`src/rtl/mem_fill_pkg.sv`:
```
// -----------------------------------------------------------------------------
// mem_fill_pkg
//   Shared types for the memory-fill engine: the fill-pattern selector and the
//   controller state encoding. Imported by mem_fill and mem_fill_pat.
// -----------------------------------------------------------------------------
package mem_fill_pkg;

    // Fill pattern selector, encoded to match the 2-bit mode input.
    typedef enum logic [1:0] {
        MODE_IDENT = 2'd0,  // word i holds i
        MODE_CONST = 2'd1,  // every word holds the pattern
        MODE_DESC  = 2'd2,  // word i holds DEPTH-1-i
        MODE_RAMP  = 2'd3   // word i holds pattern+i
    } mode_e;

    // Controller states. READ and DRAIN are only reachable in the verify build.
    typedef enum logic [1:0] {
        IDLE  = 2'd0,
        WRITE = 2'd1,
        READ  = 2'd2,
        DRAIN = 2'd3
    } state_e;

endpackage : mem_fill_pkg

```
`src/rtl/mem_fill_pat.sv`:
```
// -----------------------------------------------------------------------------
// mem_fill_pat
//   Purely combinational fill-pattern generator. Given the latched mode, the
//   latched pattern byte and a word index, produces the value that word must
//   hold. One instance serves both the write path and the read-back compare.
//
// Ports
//   i_mode    : fill pattern selector
//   i_pattern : constant (MODE_CONST) or start offset (MODE_RAMP)
//   i_idx     : word index, ADDR_W+1 bits wide
//   o_value   : expected word value, reduced modulo 2**DATA_W
// -----------------------------------------------------------------------------
module mem_fill_pat
    import mem_fill_pkg::*;
#(
    parameter int ADDR_W = 8,
    parameter int DATA_W = 8,
    parameter int DEPTH  = 256
)
(
    input  mode_e              i_mode,
    input  logic [DATA_W-1:0]  i_pattern,
    input  logic [ADDR_W:0]    i_idx,
    output logic [DATA_W-1:0]  o_value
);

    // Arithmetic is carried out wide enough for both operands and then
    // truncated, which is exactly the modulo-2**DATA_W reduction wanted.
    localparam int WIDE_W = ((ADDR_W + 1) > DATA_W) ? (ADDR_W + 2) : (DATA_W + 1);

    always_comb begin
        // NOTE: assigning a default before the case keeps every path driven,
        // so no latch is inferred even if a branch is later removed.
        o_value = i_pattern;
        case (i_mode)
            MODE_IDENT: o_value = DATA_W'(WIDE_W'(i_idx));
            MODE_CONST: o_value = i_pattern;
            MODE_DESC:  o_value = DATA_W'(WIDE_W'(DEPTH - 1) - WIDE_W'(i_idx));
            MODE_RAMP:  o_value = DATA_W'(WIDE_W'(i_pattern) + WIDE_W'(i_idx));
        endcase
    end

endmodule : mem_fill_pat

```
`src/rtl/mem_fill.sv`:
```
// -----------------------------------------------------------------------------
// mem_fill
//   Fills words 0..DEPTH-1 of an external RAM with a selectable pattern, one
//   word per clock. A start request (en) is taken only while idle (rdy=1);
//   mode and pattern are latched at that edge and held for the whole run.
//
//   Build option MEM_FILL_VERIFY_EN: after the write pass the engine reads
//   every word back (registered RAM, one cycle read latency), compares it
//   against the generated value and reports the first mismatching address
//   through the sticky err / err_addr outputs. Without the macro, err and
//   err_addr are tied low and rddata is ignored.
//
// Ports
//   clk      : clock, all state changes on the rising edge
//   rst_n    : asynchronous active-low reset
//   en       : start request, sampled only while rdy=1
//   rdy      : high when idle and able to accept en
//   mode     : fill pattern (0 ident, 1 const, 2 descending, 3 offset ramp)
//   pattern  : constant value (mode 1) or ramp start (mode 3)
//   addr     : RAM address
//   wrdata   : RAM write data
//   wren     : RAM write enable, high only in WRITE
//   rddata   : RAM read data, valid one cycle after addr
//   err      : sticky verify mismatch flag
//   err_addr : first mismatching address
// -----------------------------------------------------------------------------
module mem_fill
    import mem_fill_pkg::*;
#(
    parameter int ADDR_W = 8,
    parameter int DATA_W = 8,
    parameter int DEPTH  = 256
)
(
    input  logic              clk,
    input  logic              rst_n,
    input  logic              en,
    output logic              rdy,
    input  logic [1:0]        mode,
    input  logic [DATA_W-1:0] pattern,
    output logic [ADDR_W-1:0] addr,
    output logic [DATA_W-1:0] wrdata,
    output logic              wren,
    input  logic [DATA_W-1:0] rddata,
    output logic              err,
    output logic [ADDR_W-1:0] err_addr
);

    // One extra index bit so DEPTH = 2**ADDR_W still has a distinct last index
    // and the counter never wraps before the pass ends.
    localparam int               IDX_W    = ADDR_W + 1;
    localparam logic [IDX_W-1:0] LAST_IDX = IDX_W'(DEPTH - 1);

    state_e            r_state;
    state_e            w_next_state;
    mode_e             r_mode;
    logic [DATA_W-1:0] r_pattern;
    logic [IDX_W-1:0]  r_idx;
    logic [IDX_W-1:0]  w_pat_idx;
    logic [DATA_W-1:0] w_pat_value;
    logic              w_accept;
    logic              w_last;

    assign w_accept = (r_state == IDLE) && en;
    assign w_last   = (r_idx == LAST_IDX);

    // ------------------------------------------------------------------------
    // FSM: state register
    // ------------------------------------------------------------------------
    always_ff @(posedge clk or negedge rst_n) begin
        // NOTE: sequential state uses non-blocking assignments so every
        // register samples the pre-edge values of its neighbours.
        if (!rst_n) begin
            r_state <= IDLE;
        end else begin
            r_state <= w_next_state;
        end
    end

    // ------------------------------------------------------------------------
    // FSM: next-state logic
    // ------------------------------------------------------------------------
    always_comb begin
        w_next_state = r_state;
        unique case (r_state)
            IDLE: begin
                if (en) begin
                    w_next_state = WRITE;
                end
            end
            WRITE: begin
                if (w_last) begin
`ifdef MEM_FILL_VERIFY_EN
                    w_next_state = READ;
`else
                    w_next_state = IDLE;
`endif
                end
            end
            READ: begin
                if (w_last) begin
                    w_next_state = DRAIN;
                end
            end
            // DRAIN covers the read latency of the final word.
            DRAIN: w_next_state = IDLE;
        endcase
    end

    // ------------------------------------------------------------------------
    // FSM: outputs. addr/wrdata are forced to zero outside the pass that uses
    // them, which also gives the required all-zero outputs during reset.
    // ------------------------------------------------------------------------
    always_comb begin
        rdy    = 1'b0;
        wren   = 1'b0;
        addr   = '0;
        wrdata = '0;
        case (r_state)
            IDLE: begin
                rdy = 1'b1;
            end
            WRITE: begin
                wren   = 1'b1;
                addr   = r_idx[ADDR_W-1:0];
                wrdata = w_pat_value;
            end
            READ: begin
                addr = r_idx[ADDR_W-1:0];
            end
            default: begin
            end
        endcase
    end

    // ------------------------------------------------------------------------
    // Operation parameters and word index. The index restarts at zero at the
    // end of each pass so the read pass walks the same range as the write.
    // ------------------------------------------------------------------------
    always_ff @(posedge clk or negedge rst_n) begin
        if (!rst_n) begin
            r_mode    <= MODE_IDENT;
            r_pattern <= '0;
            r_idx     <= '0;
        end else if (w_accept) begin
            r_mode    <= mode_e'(mode);
            r_pattern <= pattern;
            r_idx     <= '0;
        end else if ((r_state == WRITE) || (r_state == READ)) begin
            r_idx <= w_last ? '0 : r_idx + IDX_W'(1);
        end
    end

    // ------------------------------------------------------------------------
    // Read-back verify
    // ------------------------------------------------------------------------
`ifdef MEM_FILL_VERIFY_EN
    logic              r_cmp_vld;
    logic [IDX_W-1:0]  r_cmp_idx;
    logic              r_err;
    logic [ADDR_W-1:0] r_err_addr;

    // The address issued in one READ cycle returns data in the next, so the
    // index is delayed one cycle to line up with rddata. The last compare
    // lands in DRAIN.
    always_ff @(posedge clk or negedge rst_n) begin
        if (!rst_n) begin
            r_cmp_vld  <= 1'b0;
            r_cmp_idx  <= '0;
            r_err      <= 1'b0;
            r_err_addr <= '0;
        end else if (w_accept) begin
            r_cmp_vld  <= 1'b0;
            r_cmp_idx  <= '0;
            r_err      <= 1'b0;
            r_err_addr <= '0;
        end else begin
            r_cmp_vld <= (r_state == READ);
            r_cmp_idx <= r_idx;
            // Only the first mismatch is recorded; err stays set afterwards.
            if (r_cmp_vld && (rddata != w_pat_value) && !r_err) begin
                r_err      <= 1'b1;
                r_err_addr <= r_cmp_idx[ADDR_W-1:0];
            end
        end
    end

    // Writes and compares never overlap in time, so one generator serves
    // both: the compare index takes over while a compare is pending.
    assign w_pat_idx = r_cmp_vld ? r_cmp_idx : r_idx;
    assign err       = r_err;
    assign err_addr  = r_err_addr;
`else
    logic w_unused_rddata;

    assign w_unused_rddata = ^rddata;
    assign w_pat_idx       = r_idx;
    assign err             = 1'b0;
    assign err_addr        = '0;
`endif

    mem_fill_pat #(
        .ADDR_W (ADDR_W),
        .DATA_W (DATA_W),
        .DEPTH  (DEPTH)
    ) u_pat (
        .i_mode    (r_mode),
        .i_pattern (r_pattern),
        .i_idx     (w_pat_idx),
        .o_value   (w_pat_value)
    );

endmodule : mem_fill
```
`config.mk`:
```
export PLATFORM = sky130hd
export DESIGN_NAME = mem_fill
export DESIGN_NICKNAME = d
export VERILOG_FILES = /design/src/rtl/mem_fill_pkg.sv /design/src/rtl/mem_fill_pat.sv /design/src/rtl/mem_fill.sv
export SDC_FILE = /design/constraint.sdc
export NUM_CORES = 1
export LEC_CHECK = 0
export CORE_MARGIN = 1
export CORE_UTILIZATION = 44
export CTS_CLUSTER_SIZE = 30
export DETAILED_ROUTE_END_ITERATION = 16
export PLACE_DENSITY = 0.82
export SLEW_MARGIN = 5
export SYNTH_ARGS = -nofsm -noshare
export SYNTH_HDL_FRONTEND = slang
export SYNTH_HIERARCHICAL = 1
export SYNTH_SLANG_ARGS = --single-unit
```
`constraint.sdc`:
```
create_clock -name clk -period 2.4 [get_ports clk]
set_input_delay 0.48 -clock clk [delete_from_list [all_inputs] [get_ports clk]]
set_output_delay 0.48 -clock clk [all_outputs]
set_load 0.02 [all_outputs]
```
Yosys cells after proc, flatten, opt, wreduce, memory -nomap -nowiden
Index checks and enable logic that the tools add are counted.
{"block": "totals", "ramBits": 0, "n_memories": 0, "latchBits": 0, "output_inout_bits": 27, "reg_bits": 21, "input_bits": 21, "word_cells": 36, "rom_bits": 0}
{"block": "classes", "n_mux": 12, "div": 0, "bitwise_logic": 0, "reduce_logical": 7, "order_cmp": 0, "mul": 0, "n_shift": 0, "addsub": 3, "eq_ne": 10}
{"cell": "8-bit case mux with 4 select lines", "count": 1}
{"cell": "9-bit 2-to-1 mux", "count": 3}
{"cell": "8-bit 2-to-1 mux", "count": 2}
{"cell": "9-bit by 1-bit adder with 9-bit output, second input constant", "count": 1}
{"cell": "9-bit by 8-bit == test with 1-bit output, second input constant", "count": 1}
{"cell": "8-bit adder", "count": 1}
{"cell": "2-bit == test, second input constant", "count": 4}
{"cell": "2-bit case mux with 4 select lines", "count": 1}
{"cell": "8-bit subtractor, first input constant", "count": 1}
{"cell": "2-bit 2-to-1 mux", "count": 3}
{"cell": "2-bit != test, second input constant", "count": 3}
{"cell": "2-bit by 1-bit == test with 1-bit output, second input constant", "count": 2}
{"cell": "2-bit zero test", "count": 2}
{"cell": "3-bit AND reduction", "count": 1}
{"cell": "1-bit 2-to-1 mux", "count": 2}
{"cell": "2-bit nonzero test", "count": 1}
{"cell": "2-bit OR reduction", "count": 1}
{"cell": "1-bit logical AND", "count": 1}
{"cell": "1-bit logical OR", "count": 1}

Depth between registers and ports, before layout
{"block": "logic_depth", "ltp_word": 4, "ltp_mapped": 8, "ltp_nobuf": 8}

Hierarchy
The synthesis kept the hierarchy.
{"mod": "mem_fill", "cells_each": 133, "seq_area_each_um2": 525.5, "instances": 1, "area_per_inst_um2": 1163.6}
{"mod": "mem_fill_pat", "cells_each": 80, "seq_area_each_um2": 0.0, "instances": 1, "area_per_inst_um2": 594.3}

Worst setup path before layout
Ideal clock, no wire load.
{"block": "synth_path", "path_type": "register -> output", "startpoint": "register r_idx[0]", "endpoint": "output port wrdata[6]", "setup_slack_ps": -90, "arrival_ps": 2010, "path_stages_with_launch": 9, "required_ps": 1920, "path_buffers": 0, "cell_sequence": "dfrtp_1 ha_1 fa_1 a211oi_1 o21bai_1 a21oi_1 nor2_1 nor3b_2 and2_1"}
{"block": "synth_between", "elab_chain_cells": 3, "elab_cells_between_ends": 4, "cone_classes": "add/sub: 2; mux: 2"}
{"element": "start: declaration", "line": "mem_fill.sv:58", "source": "logic [IDX_W-1:0] r_idx;"}
{"element": "start signal: assignment", "line": "mem_fill.sv:150", "source": "r_idx <= w_last ? '0 : r_idx + IDX_W'(1);"}
{"element": "8-bit adder or 8-bit subtractor (tied branches)", "line": "mem_fill_pat.sv:39, mem_fill_pat.sv:38"}
{"element": "8-bit case mux with 4 select lines *", "line": "mem_fill_pat.sv:35", "source": "case (i_mode)"}
{"element": "via w_pat_value[6]", "line": "mem_fill.sv:60", "source": "logic [DATA_W-1:0] w_pat_value;"}
{"element": "8-bit 2-to-1 mux *", "line": "mem_fill.sv:119", "source": "case (r_state)"}
{"element": "end: declaration", "line": "mem_fill.sv:42", "source": "output logic [DATA_W-1:0] wrdata,"}
Mark *: on every way through the listed nets, which the timed path passes. The rest lies on a longest branch.

Final worst setup path
{"block": "layout_path", "startpoint": "register r_idx[1]", "endpoint": "output port wrdata[5]"}
Same word-level chain as after synthesis.

==> results.json <==
{
  "setup_violations": 6,
  "slowest_delay_ns": 0.43,
  "cts.sinks": 21,
  "p_leak_nw": 1.28,
  "viasPerCell": 5.21,
  "avgSynthCellArea_um2": 8.25,
  "netlist_area_um2": 1760,
  "yosys_warnings": 6,
  "ys_async_sr_fraction": 1.00,
  "maxCapViolCount": 0,
  "synth.distinct_cells": 44,
  "hold_slack_ns": 0.537,
  "grt_pass1_wl_um": 7010,
  "core-area_um2": 3740,
  "synth_common_cells": "nand2_1 (38), dfrtp_1 (21), and2_1 (15)",
  "synth_top_area_cell": "dfrtp_1",
  "pre_cts_slack_ns": -0.534,
  "cts-root-buf": "clkbuf_8",
  "drt-total-wl_um": 4240,
  "startpoint_type": "flop",
  "ant_nets": 0,
  "grt.overflow.total": 0,
  "cts_tree": "built",
  "synthCells": 213,
  "max_freq_mhz": 367,
  "crit_fanout": 5,
  "tns_ns": -1.62,
  "final_cells": 319,
  "power_density_nw_per_um2": 1140,
  "slowest_stage": "dfrtp_1",
  "synthTopCellsByArea": "dfrtp_1 (30%), ha_1 (8.5%), nand2_1 (8.1%)",
  "port_buffers": 30,
  "placed_area_um2": 2240,
  "place.gp.congestion": 0.905,
  "status": "finished, violations left",
  "place_hpwl_um": 2970,
  "min-delay-path-class": "flop to flop",
  "antenna_cells": 0,
  "fin_nets": 306,
  "numCtsBuffers": 3,
  "synth_most_common_cell": "nand2_1",
  "initial_utilization": 0.470,
  "path_clk_slew_ns": 0.08,
  "ys_seq_elements": 21,
  "violations": "setup timing",
  "die_area_um2": 4250,
  "worst_slew_pin_slew_ns": 0.595,
  "slew_viol_final": 0,
  "num-fill-cells": 310,
  "finalPower_mw": 2.78,
  "drt_pass1_iterations": 4,
  "first_global_vias": 1577,
  "synthToLayoutAreaGrowth_pct": 38.4,
  "cp_cell_sequence": "ha_1 -> a21o_1 -> nand4_1 -> and3_1 -> o21a_1 -> o22a_1 -> and2_1 -> buf_6",
  "h-tree-depth": 1,
  "design_area_um2": 2430,
  "ys_seq_area_frac": 0.299,
  "clockBufferDepth": 2,
  "skew_ns": 0.00628,
  "synthFlopType": "dfrtp_1",
  "num_rows": 22,
  "fin_crit_sh": 1.14,
  "fin_ws_ns": -0.327,
  "insertion_delay_ns": 0.26,
  "track_usage": 0.208,
  "fp.dieH_um": 65.2,
  "wl_per_cell_um": 13.3,
  "antenna_found_initial": 0,
  "dp.cells": 308,
  "irDropWorstVdd_v": 0.000501,
  "hold_viol": 0,
  "endpoint_kind": "output port",
  "die_w_um": 65.2,
  "required_ns": 1.92,
  "vias": 1662,
  "layout-drive-gt1-share": 0.240,
  "finish.utilization": 0.650,
  "grt_max_degree": 22,
  "synth-edff-count": 0,
  "timing.slew.headroom": 0.604,
  "critPathArrivalTime_ns": 2.25,
  "rsz0062_at_grt": "yes",
  "drt-initial-drc-count": 94,
  "drcViolationCount": 0,
  "netlist.area_leader.share": 0.299,
  "finalCriticalPeriod_ns": 2.73,
  "ios": 48,
  "crit_type": "flop to output port"
}
[worst paths after layout]
kind / startpoint / end / slack [ns] / cells past startpoint
max: r_idx[1] / wrdata[5] / -0.33 / 8
min: r_pattern[7] / r_pattern[7] / 0.54 / 2
max reg2reg: r_state[1] / r_idx[7] / 0.56 / 7
min reg2reg: r_pattern[7] / r_pattern[7] / 0.54 / 2
max in group asynchronous: rst_n / r_mode[1] / 1.60 / 2
min in group asynchronous: rst_n / r_idx[7] / 0.56 / 2
[layout by cell type, fill, tap and decap left out, types with 4 or more instances in the layout]
cell type	instances
nand3_1	4
ha_1	8
nand4_1	5
dlymetal6s2s_1	6
buf_4	30
xor2_1	8
o21ai_0	8
clkdlybuf4s50_1	14
conb_1	9
buf_6	9
mux2i_1	4
inv_1	8
nor2_1	12
a21oi_1	11
and2_1	13
nand2_1	38
a21o_1	4
dfrtp_1	20
xnor2_1	5
[critical path: cells and delay by family, from the launching register on]
kind | cells | cell delay, ns
and+or+nand+nor | 3 | 0.63
buffers and inverters | 1 | 0.12
adders and majority gates | 1 | 0.31
DFF | 1 | 0.43
AOI/OAI and AO/OA | 3 | 0.49
[routing by layer]
layer,global-route usage,vias to the layer above,part of all wire
li1,-,827,-
met1,0.277,779,0.47
met2,0.370,48,0.49
met3,0.0139,8,0.035
met4,0.0380,0,0.0090
met5,0,-,0
[final cells by class]
| cell class | instances | area, um2 | share of cell area |
|---|---|---|---|
| multi-input combinational | 175 | 1180 | 0.486 |
| timing repair buffer | 63 | 588 | 0.242 |
| sequential | 21 | 527 | 0.217 |
| tap | 48 | 60.1 | 0.0247 |
| clock buffer | 3 | 41.3 | 0.0170 |
| inverter | 8 | 30.0 | 0.0123 |
| clock inverter | 1 | 5.00 | 0.00206 |
[kinds of logic after synthesis]
group           synth area share
xor+xnor                  0.0698
compound gates             0.152
buf+inv                   0.0840
mux                       0.0292
simple gates               0.267
flops                      0.299
fa+ha+maj                 0.0968
other cells              0.00213
[power by group]
| part | switching [mW] | total [mW] | internal, mW |
|---|---|---|---|
| clock | 0.115 | 0.231 | 0.116 |
| combinational | 0.957 | 1.97 | 1.01 |
| sequential | 0.114 | 0.579 | 0.465 |
| total | 1.19 | 2.78 | 1.59 |
[state kept, by name, indices dropped and copies added, names as in the netlist]
| register | cells |
|---|---|
| r_pattern | 8 |
| r_mode | 2 |
| r_state | 2 |
| r_idx | 9 |
[what timing repair did]
action,in CTS,in global routing
pin swaps,10,14
gates resized for setup,52,15
hold buffers,0,0
endpoints found under the setup margin,15,13
setup buffers,3,4
No activity file was read; power rests on OpenSTA's default activity.
